[config.mk]
export PLATFORM = sky130hd
export DESIGN_NAME = pic_cpu_master
export DESIGN_NICKNAME = d
export VERILOG_FILES = /design/src/rtl/pic_pkg.sv /design/src/rtl/pic_bus_cycle.sv /design/src/rtl/pic_cpu_master.sv
export SDC_FILE = /design/constraint.sdc
export NUM_CORES = 1
export LEC_CHECK = 0
export CAP_MARGIN = 10
export CORE_ASPECT_RATIO = 1.75
export CORE_MARGIN = 1
export CORE_UTILIZATION = 50
export CTS_CLUSTER_DIAMETER = 100
export DETAILED_ROUTE_END_ITERATION = 8
export HOLD_SLACK_MARGIN = 0.08
export PLACE_DENSITY = 0.86
export SYNTH_ARGS = -nofsm -noshare
export SYNTH_HDL_FRONTEND = slang
export SYNTH_SLANG_ARGS = --single-unit
[constraint.sdc]
create_clock -name clk -period 2.5 [get_ports clk]
set_clock_uncertainty 0.15 [all_clocks]
set_input_delay 0.75 -clock clk [delete_from_list [all_inputs] [get_ports clk]]
set_output_delay 0.75 -clock clk [all_outputs]
set_load 0.005 [all_outputs]
[src/rtl/pic_pkg.sv]
// pic_pkg: shared definitions for the 8259 PIC CPU-port bus initiator.
//   - request op encodings carried on req_op
//   - ICW1 bit positions used when expanding an INIT request
//   - bus-phase state enum (pic_bus_cycle) and sequencer state enum (top)
//   - helpers that walk the ICW1..ICW4 access list
package pic_pkg;

  localparam logic [2:0] OP_INIT  = 3'b000;
  localparam logic [2:0] OP_WR_A1 = 3'b001;
  localparam logic [2:0] OP_WR_A0 = 3'b010;
  localparam logic [2:0] OP_RD_A0 = 3'b011;
  localparam logic [2:0] OP_RD_A1 = 3'b100;

  localparam int IC4       = 0;
  localparam int SNGL      = 1;
  localparam int ICW1_FLAG = 4;

  // Phases of one timed PIC access.
  typedef enum logic [2:0] {
    ST_IDLE    = 3'd0,
    ST_SETUP   = 3'd1,
    ST_STROBE  = 3'd2,
    ST_HOLD    = 3'd3,
    ST_RECOVER = 3'd4
  } pic_state_t;

  // Request-level sequencer states.
  typedef enum logic [1:0] {
    SEQ_IDLE = 2'd0,
    SEQ_RUN  = 2'd1,
    SEQ_ERR  = 2'd2
  } seq_state_t;

  // INIT access indices: 0=ICW1, 1=ICW2, 2=ICW3, 3=ICW4.
  // True when another ICW follows access idx.
  function automatic logic init_has_next(input logic [1:0] idx,
                                         input logic sngl,
                                         input logic ic4);
    logic r;
    case (idx)
      2'd0:    r = 1'b1;
      2'd1:    r = !sngl || ic4;
      2'd2:    r = ic4;
      default: r = 1'b0;
    endcase
    return r;
  endfunction

  // Index of the ICW that follows access idx (ICW3 skipped in single mode).
  function automatic logic [1:0] init_next_idx(input logic [1:0] idx,
                                               input logic sngl);
    logic [1:0] r;
    case (idx)
      2'd0:    r = 2'd1;
      2'd1:    r = sngl ? 2'd3 : 2'd2;
      default: r = 2'd3;
    endcase
    return r;
  endfunction

endpackage

[src/rtl/pic_bus_cycle.sv]
// pic_bus_cycle: performs one timed PIC CPU-port access.
//   clk, rst_n      clock, synchronous active-low reset
//   start           launch an access (accepted in IDLE or RECOVER)
//   is_read, a0     access direction and address, sampled with start
//   data            write byte, sampled with start
//   d_in            read data from the bus
//   cs_n/wr_n/rd_n  registered bus strobes
//   bus_a0, d_out   registered address and write data
//   d_oe            registered data-bus drive enable
//   done            high during the last HOLD cycle (RECOVER follows)
//   rd_data         byte captured at the end of the read strobe
//   phase           current phase (pic_state_t encoding)
module pic_bus_cycle
  import pic_pkg::*;
#(
  parameter int SETUP_CYC  = 1,
  parameter int STROBE_CYC = 2,
  parameter int HOLD_CYC   = 1
) (
  input  logic       clk,
  input  logic       rst_n,
  input  logic       start,
  input  logic       is_read,
  input  logic       a0,
  input  logic [7:0] data,
  input  logic [7:0] d_in,
  output logic       cs_n,
  output logic       wr_n,
  output logic       rd_n,
  output logic       bus_a0,
  output logic [7:0] d_out,
  output logic       d_oe,
  output logic       done,
  output logic [7:0] rd_data,
  output logic [2:0] phase
);

  localparam int MAX_SH  = (SETUP_CYC > HOLD_CYC) ? SETUP_CYC : HOLD_CYC;
  localparam int MAX_CYC = (STROBE_CYC > MAX_SH) ? STROBE_CYC : MAX_SH;
  localparam int CNT_W   = $clog2(MAX_CYC + 1);

  // The counter holds "cycles left in this phase minus one" and is
  // reloaded on every phase change, so it only ever counts down to zero.
  localparam logic [CNT_W-1:0] SETUP_LD  = CNT_W'(SETUP_CYC - 1);
  localparam logic [CNT_W-1:0] STROBE_LD = CNT_W'(STROBE_CYC - 1);
  localparam logic [CNT_W-1:0] HOLD_LD   = CNT_W'(HOLD_CYC - 1);

  pic_state_t       state;
  logic [CNT_W-1:0] cnt;
  logic             rd_q;

  assign phase = state;
  assign done  = (state == ST_HOLD) && (cnt == '0);

  always_ff @(posedge clk) begin
    if (!rst_n) begin
      state   <= ST_IDLE;
      cnt     <= '0;
      cs_n    <= 1'b1;
      wr_n    <= 1'b1;
      rd_n    <= 1'b1;
      bus_a0  <= 1'b0;
      d_out   <= '0;
      d_oe    <= 1'b0;
      rd_q    <= 1'b0;
      rd_data <= '0;
    end else begin
      case (state)
        ST_IDLE, ST_RECOVER: begin
          if (start) begin
            state  <= ST_SETUP;
            cnt    <= SETUP_LD;
            cs_n   <= 1'b0;
            bus_a0 <= a0;
            d_out  <= is_read ? 8'h00 : data;
            d_oe   <= !is_read;
            rd_q   <= is_read;
          end else begin
            state <= ST_IDLE;
          end
        end
        ST_SETUP: begin
          if (cnt == '0) begin
            state <= ST_STROBE;
            cnt   <= STROBE_LD;
            wr_n  <= rd_q;
            rd_n  <= !rd_q;
          end else begin
            cnt <= cnt - 1'b1;
          end
        end
        ST_STROBE: begin
          if (cnt == '0) begin
            state <= ST_HOLD;
            cnt   <= HOLD_LD;
            wr_n  <= 1'b1;
            rd_n  <= 1'b1;
            // Read data is taken on the edge that releases rd_n.
            if (rd_q) rd_data <= d_in;
          end else begin
            cnt <= cnt - 1'b1;
          end
        end
        ST_HOLD: begin
          if (cnt == '0) begin
            state <= ST_RECOVER;
            cs_n  <= 1'b1;
            d_oe  <= 1'b0;
          end else begin
            cnt <= cnt - 1'b1;
          end
        end
        default: state <= ST_IDLE;
      endcase
    end
  end

endmodule

[src/rtl/pic_cpu_master.sv]
// pic_cpu_master: host-side bus initiator for the 8259 PIC CPU port.
// Turns single-beat requests into timed PIC bus cycles and expands INIT
// into ICW1 -> ICW2 -> [ICW3] -> [ICW4].
//   clk, rst_n                  clock, synchronous active-low reset
//   req_valid/req_ready         request handshake
//   req_op, req_data            operation and write byte
//   icw1..icw4                  INIT bytes, captured at accept
//   cs_n, wr_n, rd_n, a0        PIC bus control
//   d_out, d_oe, d_in           PIC data bus (tri-state resolved above)
//   rsp_valid, rsp_data, err    completion pulse, read byte, illegal-op flag
//   busy                        sequencer not idle
//
// Handshake: a request transfers on a rising edge where req_valid and
// req_ready are both high; req_ready is high only while idle, so every
// transfer completes with exactly one rsp_valid pulse unless reset
// intervenes.
module pic_cpu_master
  import pic_pkg::*;
#(
  parameter int SETUP_CYC  = 1,
  parameter int STROBE_CYC = 2,
  parameter int HOLD_CYC   = 1
) (
  input  logic       clk,
  input  logic       rst_n,
  input  logic       req_valid,
  output logic       req_ready,
  input  logic [2:0] req_op,
  input  logic [7:0] req_data,
  input  logic [7:0] icw1,
  input  logic [7:0] icw2,
  input  logic [7:0] icw3,
  input  logic [7:0] icw4,
  output logic       cs_n,
  output logic       wr_n,
  output logic       rd_n,
  output logic       a0,
  output logic [7:0] d_out,
  output logic       d_oe,
  input  logic [7:0] d_in,
  output logic       rsp_valid,
  output logic [7:0] rsp_data,
  output logic       err,
  output logic       busy
);

  seq_state_t seq_q;
  logic [2:0] op_q;
  logic       sngl_q;
  logic       ic4_q;
  logic [7:0] data_q;
  logic [7:0] icw2_q;
  logic [7:0] icw3_q;
  logic [7:0] icw4_q;
  logic [1:0] idx_q;
  logic       last_q;

  logic       accept;
  logic       start;
  logic       st_read;
  logic       st_a0;
  logic [7:0] st_data;
  logic [1:0] nxt_idx;
  logic       nxt_last;
  logic       op_is_read;

  logic       done;
  logic [7:0] rd_data;
  logic [2:0] phase;

  assign accept     = req_valid && req_ready;
  assign op_is_read = (op_q == OP_RD_A0) || (op_q == OP_RD_A1);

  // The first access launches straight from the request inputs on the
  // accept edge so SETUP is the very next cycle; later INIT accesses
  // launch from the captured bytes on the edge that ends RECOVER.
  always_comb begin
    start    = 1'b0;
    st_read  = 1'b0;
    st_a0    = 1'b0;
    st_data  = 8'h00;
    nxt_idx  = 2'd0;
    nxt_last = 1'b1;
    if (accept) begin
      case (req_op)
        OP_INIT: begin
          start              = 1'b1;
          st_data            = icw1;
          st_data[ICW1_FLAG] = 1'b1;
          nxt_last           = 1'b0;
        end
        OP_WR_A1: begin
          start   = 1'b1;
          st_a0   = 1'b1;
          st_data = req_data;
        end
        OP_WR_A0: begin
          start   = 1'b1;
          st_data = req_data;
        end
        OP_RD_A0: begin
          start   = 1'b1;
          st_read = 1'b1;
        end
        OP_RD_A1: begin
          start   = 1'b1;
          st_read = 1'b1;
          st_a0   = 1'b1;
        end
        default: start = 1'b0;
      endcase
    end else if (seq_q == SEQ_RUN && phase == ST_RECOVER && !last_q) begin
      start    = 1'b1;
      st_a0    = 1'b1;
      nxt_idx  = init_next_idx(idx_q, sngl_q);
      nxt_last = !init_has_next(nxt_idx, sngl_q, ic4_q);
      case (nxt_idx)
        2'd1:    st_data = icw2_q;
        2'd2:    st_data = icw3_q;
        default: st_data = icw4_q;
      endcase
    end
  end

  always_ff @(posedge clk) begin
    if (!rst_n) begin
      seq_q     <= SEQ_IDLE;
      req_ready <= 1'b0;
      rsp_valid <= 1'b0;
      rsp_data  <= '0;
      err       <= 1'b0;
      busy      <= 1'b0;
      op_q      <= '0;
      sngl_q    <= 1'b0;
      ic4_q     <= 1'b0;
      data_q    <= '0;
      icw2_q    <= '0;
      icw3_q    <= '0;
      icw4_q    <= '0;
      idx_q     <= '0;
      last_q    <= 1'b1;
    end else begin
      rsp_valid <= 1'b0;
      err       <= 1'b0;
      if (start) begin
        idx_q  <= nxt_idx;
        last_q <= nxt_last;
      end
      case (seq_q)
        SEQ_IDLE: begin
          if (accept) begin
            op_q      <= req_op;
            data_q    <= req_data;
            sngl_q    <= icw1[SNGL];
            ic4_q     <= icw1[IC4];
            icw2_q    <= icw2;
            icw3_q    <= icw3;
            icw4_q    <= icw4;
            req_ready <= 1'b0;
            busy      <= 1'b1;
            if (start) begin
              seq_q <= SEQ_RUN;
            end else begin
              // Illegal op: no bus cycle, answer on the next cycle.
              seq_q     <= SEQ_ERR;
              rsp_valid <= 1'b1;
              err       <= 1'b1;
            end
          end else begin
            req_ready <= 1'b1;
          end
        end
        SEQ_RUN: begin
          // rsp_valid lands in the RECOVER cycle of the final access.
          if (done && last_q) begin
            rsp_valid <= 1'b1;
            if (op_is_read) rsp_data <= rd_data;
          end
          if (phase == ST_RECOVER && last_q) begin
            seq_q     <= SEQ_IDLE;
            busy      <= 1'b0;
            req_ready <= 1'b1;
          end
        end
        SEQ_ERR: begin
          seq_q     <= SEQ_IDLE;
          busy      <= 1'b0;
          req_ready <= 1'b1;
        end
        default: seq_q <= SEQ_IDLE;
      endcase
    end
  end

  pic_bus_cycle #(
    .SETUP_CYC (SETUP_CYC),
    .STROBE_CYC(STROBE_CYC),
    .HOLD_CYC  (HOLD_CYC)
  ) u_bus (
    .clk    (clk),
    .rst_n  (rst_n),
    .start  (start),
    .is_read(st_read),
    .a0     (st_a0),
    .data   (st_data),
    .d_in   (d_in),
    .cs_n   (cs_n),
    .wr_n   (wr_n),
    .rd_n   (rd_n),
    .bus_a0 (a0),
    .d_out  (d_out),
    .d_oe   (d_oe),
    .done   (done),
    .rd_data(rd_data),
    .phase  (phase)
  );

endmodule

# Word level (Yosys, flattened, before mapping)
# Index checks and enable logic that the tools add are counted.
[totals]
register_bits = 73
in_bits = 54
output_inout_bits = 25
elab_cells = 145
[classes]
n_addsub = 1
n_eq_ne = 22
mux = 58
n_reduce_logical = 40
[op_table]
columns = ["op", "n"]
rows = [
  ["8-bit case mux with 2 select lines", 2],
  ["1-bit 2-to-1 mux", 27],
  ["8-bit 2-to-1 mux", 3],
  ["2-bit 2-to-1 mux", 11],
  ["3-bit AND reduction", 7],
  ["3-bit by 2-bit equality test with 1-bit output (second input constant)", 5],
  ["3-bit case mux with 4 select lines", 1],
  ["1-bit case mux with 2 select lines", 5],
  ["2-bit AND reduction", 5],
  ["3-bit equality test (second input constant)", 3],
  ["3-bit 2-to-1 mux", 3],
  ["1-bit case mux with 3 select lines", 3],
  ["2-bit logical NOT", 4],
  ["2-bit inequality test (second input constant)", 4],
  ["2-bit case mux with 2 select lines", 2],
  ["2-bit case mux with 4 select lines", 1],
  ["2-bit OR reduction", 4],
  ["2-bit by 1-bit equality test with 1-bit output (second input constant)", 3],
  ["3-bit by 1-bit equality test with 1-bit output (second input constant)", 2],
  ["1-bit logical AND", 6],
  ["3-bit logical NOT", 2],
  ["2-bit by 1-bit inequality test with 1-bit output (second input constant)", 3],
  ["1-bit logical NOT", 5],
  ["5-bit OR reduction", 1],
  ["other kinds (6)", 9],
]

# Depth between registers and ports, before layout
[logic_depth]
word_depth = 12
mapped_depth = 8
depth_no_buf = 7

# Cells and area by module
# From an unflattened synthesis, not the netlist that was laid out.
[unflattened]
hier_cells = 420
area_unflattened_um2 = 3550.9
[by_module_without_submodules]
columns = ["mod", "instances", "cells_per_inst", "area_per_inst_um2", "seq_area_each_um2"]
rows = [
  ["pic_cpu_master", 1, 277, 2233.4, 920.9],
  ["pic_bus_cycle", 1, 143, 1317.5, 540.5],
]

# Worst setup path after synthesis
# OpenSTA, ideal clock, no wires.
[synth_timing]
path_kind = "input -> register"
from = "input port req_op[0]"
to = "register u_bus.d_out[4]"
setup_ps = 122
arrival_time_ps = 1830
required_ps = 2228
path_slack_ps = 398
stages = 6
n_path_buf = 1
path_cell_list = "o21ai_1 and2b_2 o21ai_4 and2_1 buf_2 a221o_1"
[synth_via]
elab_chain_cells = 5
word_cells_on_any_way = 16
cone_classes = "eq/ne: 4; mux: 7; reduce/logical: 5"
[synth_lines]
columns = ["element", "line", "source"]
rows = [
  ["start: declaration", "pic_cpu_master.sv:28", "input logic [2:0] req_op,"],
  ["3-bit by 2-bit equality test with 1-bit output (tied with other cells)", "pic_cpu_master.sv:85", "case (req_op)"],
  ["2-bit OR reduction (no source line) / 5-bit OR reduction (equally long branches)", "n/a", ""],
  ["8-bit case mux with 2 select lines / 1-bit 2-to-1 mux (equally long branches)", "pic_cpu_master.sv:85", ""],
  ["8-bit 2-to-1 mux / 1-bit 2-to-1 mux (equally long branches)", "pic_cpu_master.sv:84", "if (accept) begin"],
  ["8-bit 2-to-1 mux / 2-bit AND reduction (equally long branches)", "n/a", ""],
  ["end signal: assignment", "pic_bus_cycle.sv:75", "d_out <= is_read ? 8'h00 : data;"],
  ["end: declaration", "pic_bus_cycle.sv:31", "output logic [7:0] d_out,"],
]
# Several ways; a longest one is shown, not always the timed one.
# A chain may end at the register's enable or synchronous reset.

# Worst setup path after layout
[layout_timing]
from = "input port req_op[1]"
to = "register u_bus.d_out[3]"
# The elaborated chain is that of the path after synthesis.

==> impl_metrics.toml <==
[cts]
path_clk_slew_ps = 60
h-tree-depth = 3
postCtsSetupRepairBufs = 0
cts_sinks = 73
cts_resized = 0
cts_buffers = 9
clk_latency_ps = 340
cts_tree = "built"
cts-hold-fix-buffers = 0
clockRootBuffer = "clkbuf_16"
cts_buffer_depth = 2

[layout]
drive_above_1_share_pct = 9.14
nets = 569
num-fill-cells = 543
seq_area_mm2 = 0.00146
fin_area_mm2 = 0.00480
multi_input_area_mm2 = 0.00190
syn2layout_area_growth_pct = 36.0
antenna_cells = 0

[yosys]
synth_top_family_by_area = "simple AND/OR/NAND/NOR gates"
synth-compound-area-share_pct = 21.1
synthTopCellsByCount = "85 x nand2_1, 73 x dfxtp_1, 30 x nor2_1"
syn_area_mm2 = 0.00353
synth_nets = 485
muxShareOfSynthArea_pct = 6.81
yosys.cell_count.top_type = "nand2_1"
ys_ff_latch = 73
synthCells = 425
synth_top_area_cell = "dfxtp_1"
synthAdderAreaFrac_pct = 2.13
yosys.area_share.simple_pct = 23.4
synthFlopType = "dfxtp_1"
seq_area_frac_synth_pct = 41.4
synthDominantCellAreaShare_pct = 41.4
synth-edff-count = 0
ys_async_sr_fraction_pct = 0
synth_area_per_cell_um2 = 8.30
synth_warnings = 0
synth-xor-area-share_pct = 0.248
synthTopCellsByArea = "dfxtp_1 41%, nand2_1 9.0%, mux2i_1 6.8%"
ys_types = 48

[critical_path]
worst_ep_required_time_ps = 2610
start_kind = "primary input"
critPathTopFamily = "buffers and inverters"
cp.buffers_inverters = 2
crit_slowest_cell = "clkdlybuf4s50_1"
path_cells = "clkdlybuf4s50_1, o21ai_1, and2b_2, o21ai_4, and2_1, buf_4, o2bb2ai_1"
max_stage_delay_ps = 640
worstPathMaxFanout = 7
end_kind = "flip-flop"
crit_arrival_ps = 2390
criticalPathCategory = "in2reg"

[sta]
holdWs_ps = 309
rsz0062_at_grt = "false"
min_period_ps = 2280
maxClockFrequency_mhz = 439
slew_violations = 0
max_slew.worst_pin.slew_ps = 681
slew_headroom_pct = 54.5
hold_viol = 0
setup_viol = 0
period_share_pct = 91.1

[floorplan]
die_h_um = 113
dieArea_mm2 = 0.00741
die_w_um = 65.5
core.rowCount = 40
ios = 79
core_mm2 = 0.00686
initial_utilization_pct = 51.4

[global_routing]
grt_usage_pct = 27.1
antenna_found_initial = 0
grt_first_pass_wirelength_um = 15000
grt_max_degree = 30
grt_overflow_total = 0
grt_pass1_vias = 3396

[placement]
place_congestion = 0.900
place_area_mm2 = 0.00450
numPortBuffers = 77
dp_hpwl_um = 6860

[route]
drt-total-wl_um = 9470
num_vias = 3367
dr.pass1.iters = 7
drc = 0
viasPerCell = 5.63
routedWlPerCell_um = 15.8
drt_iter0_drc = 312
ant_nets = 0

[power]
peakVddDrop_mv = 0.523
power.leakage_nw = 1.78
p_per_area_mw_per_mm2 = 679

[status]
outcome = "finished clean"

[worst_hold_path]
hold_class = "reg2reg"

[run]
drv_cap = 0
## through the flow
step | power [mW] | setup TNS [ps] | cells | utilization [%] | setup WS, ps
3_3_place_gp | 1.95 | -547 | 582 | 65.6 | -71.9
4_1_cts | 3.27 | 0 | 598 | 70.0 | 242
2_1_floorplan | 1.73 | 0 | 425 | - | 398
3_5_place_dp | 1.99 | -941 | 582 | 65.6 | -109
5_1_grt | 3.39 | 0 | 598 | 70.0 | 150
6_report | 3.26 | 0 | 598 | 70.0 | 223
## power by group
part | internal [mW] | switching (mW) | total, mW
clock network | 0.795 | 0.483 | 1.28
logic | 0.322 | 0.316 | 0.638
registers | 1.24 | 0.100 | 1.34
## flip-flops by register name, summed over array words and instances, names as in the netlist, 2 cells and up
signal,cells
rsp_data,8
idx_q,2
u_bus.phase,3
u_bus.cnt,2
u_bus.d_out,8
u_bus.rd_data,8
icw2_q,8
op_q,3
icw3_q,8
seq_q,2
icw4_q,8
## placed cells by master, fill, tap and decap left out, types with 2 or more instances in the layout
cell,netlist,final
and3_1,3,3
clkbuf_16,0,9
nor2_1,30,30
a21boi_0,29,29
o211ai_1,8,8
clkinv_2,0,2
nor3_1,2,2
clkdlybuf4s50_1,0,77
a32oi_1,8,8
buf_4,2,21
o211a_1,2,2
nor2b_1,27,27
clkinvlp_4,0,2
ha_1,6,6
nor4_1,3,3
nand2b_1,7,7
o21ai_0,13,13
and2_1,3,3
o2bb2ai_1,7,7
a311oi_1,2,2
nor3b_1,2,2
nand2_1,85,85
a31oi_1,2,2
nand3_1,5,5
inv_1,13,13
mux2i_1,24,24
buf_12,0,3
a21oi_1,21,21
dfxtp_1,73,73
nand3b_1,2,2
## layout make-up
cell class	instances	area share, %
repair buffers	101	20.6
inverters	13	1.02
multi-input cells	311	39.5
clock buffers	11	5.06
clock inverters	5	1.15
flip-flops and latches	73	30.5
well taps	84	2.19
## per-layer routing
layer	vias to the layer above	global-route usage (%)	wire, um
li1	1619	-	-
met1	1576	25.5	3370
met2	125	49.0	5130
met3	47	5.75	392
met4	0	20.7	581
met5	-	0	0
## logic make-up (layout without fill, tap and decap cells)
family                   after synthesis  after routing
adder cells (fa/ha/maj)                6              6
multiplexers                          24             24
XOR/XNOR                               1              1
AND/OR/NAND/NOR                      176            176
flip-flops                            73             73
AO/OA/AOI/OAI                        104            104
buffers and inverters                 41            130
## worst paths after layout
check / start / to / slack [ps] / depth (start not counted)
max reg2reg: u_bus.phase[1] / rsp_data[5] / 340 / 5
min: icw3_q[7] / icw3_q[7] / 310 / 2
min reg2reg: icw3_q[7] / icw3_q[7] / 310 / 2
max: req_op[1] / u_bus.d_out[3] / 220 / 7
## tightest hold or removal path, delay by kind of cell (launching register included)
| family | cells | cell delay (ps) |
|---|---|---|
| compound gates | 1 | 50 |
| flops | 1 | 310 |
| simple gates | 1 | 50 |
Power figures use the tool's default switching activity.
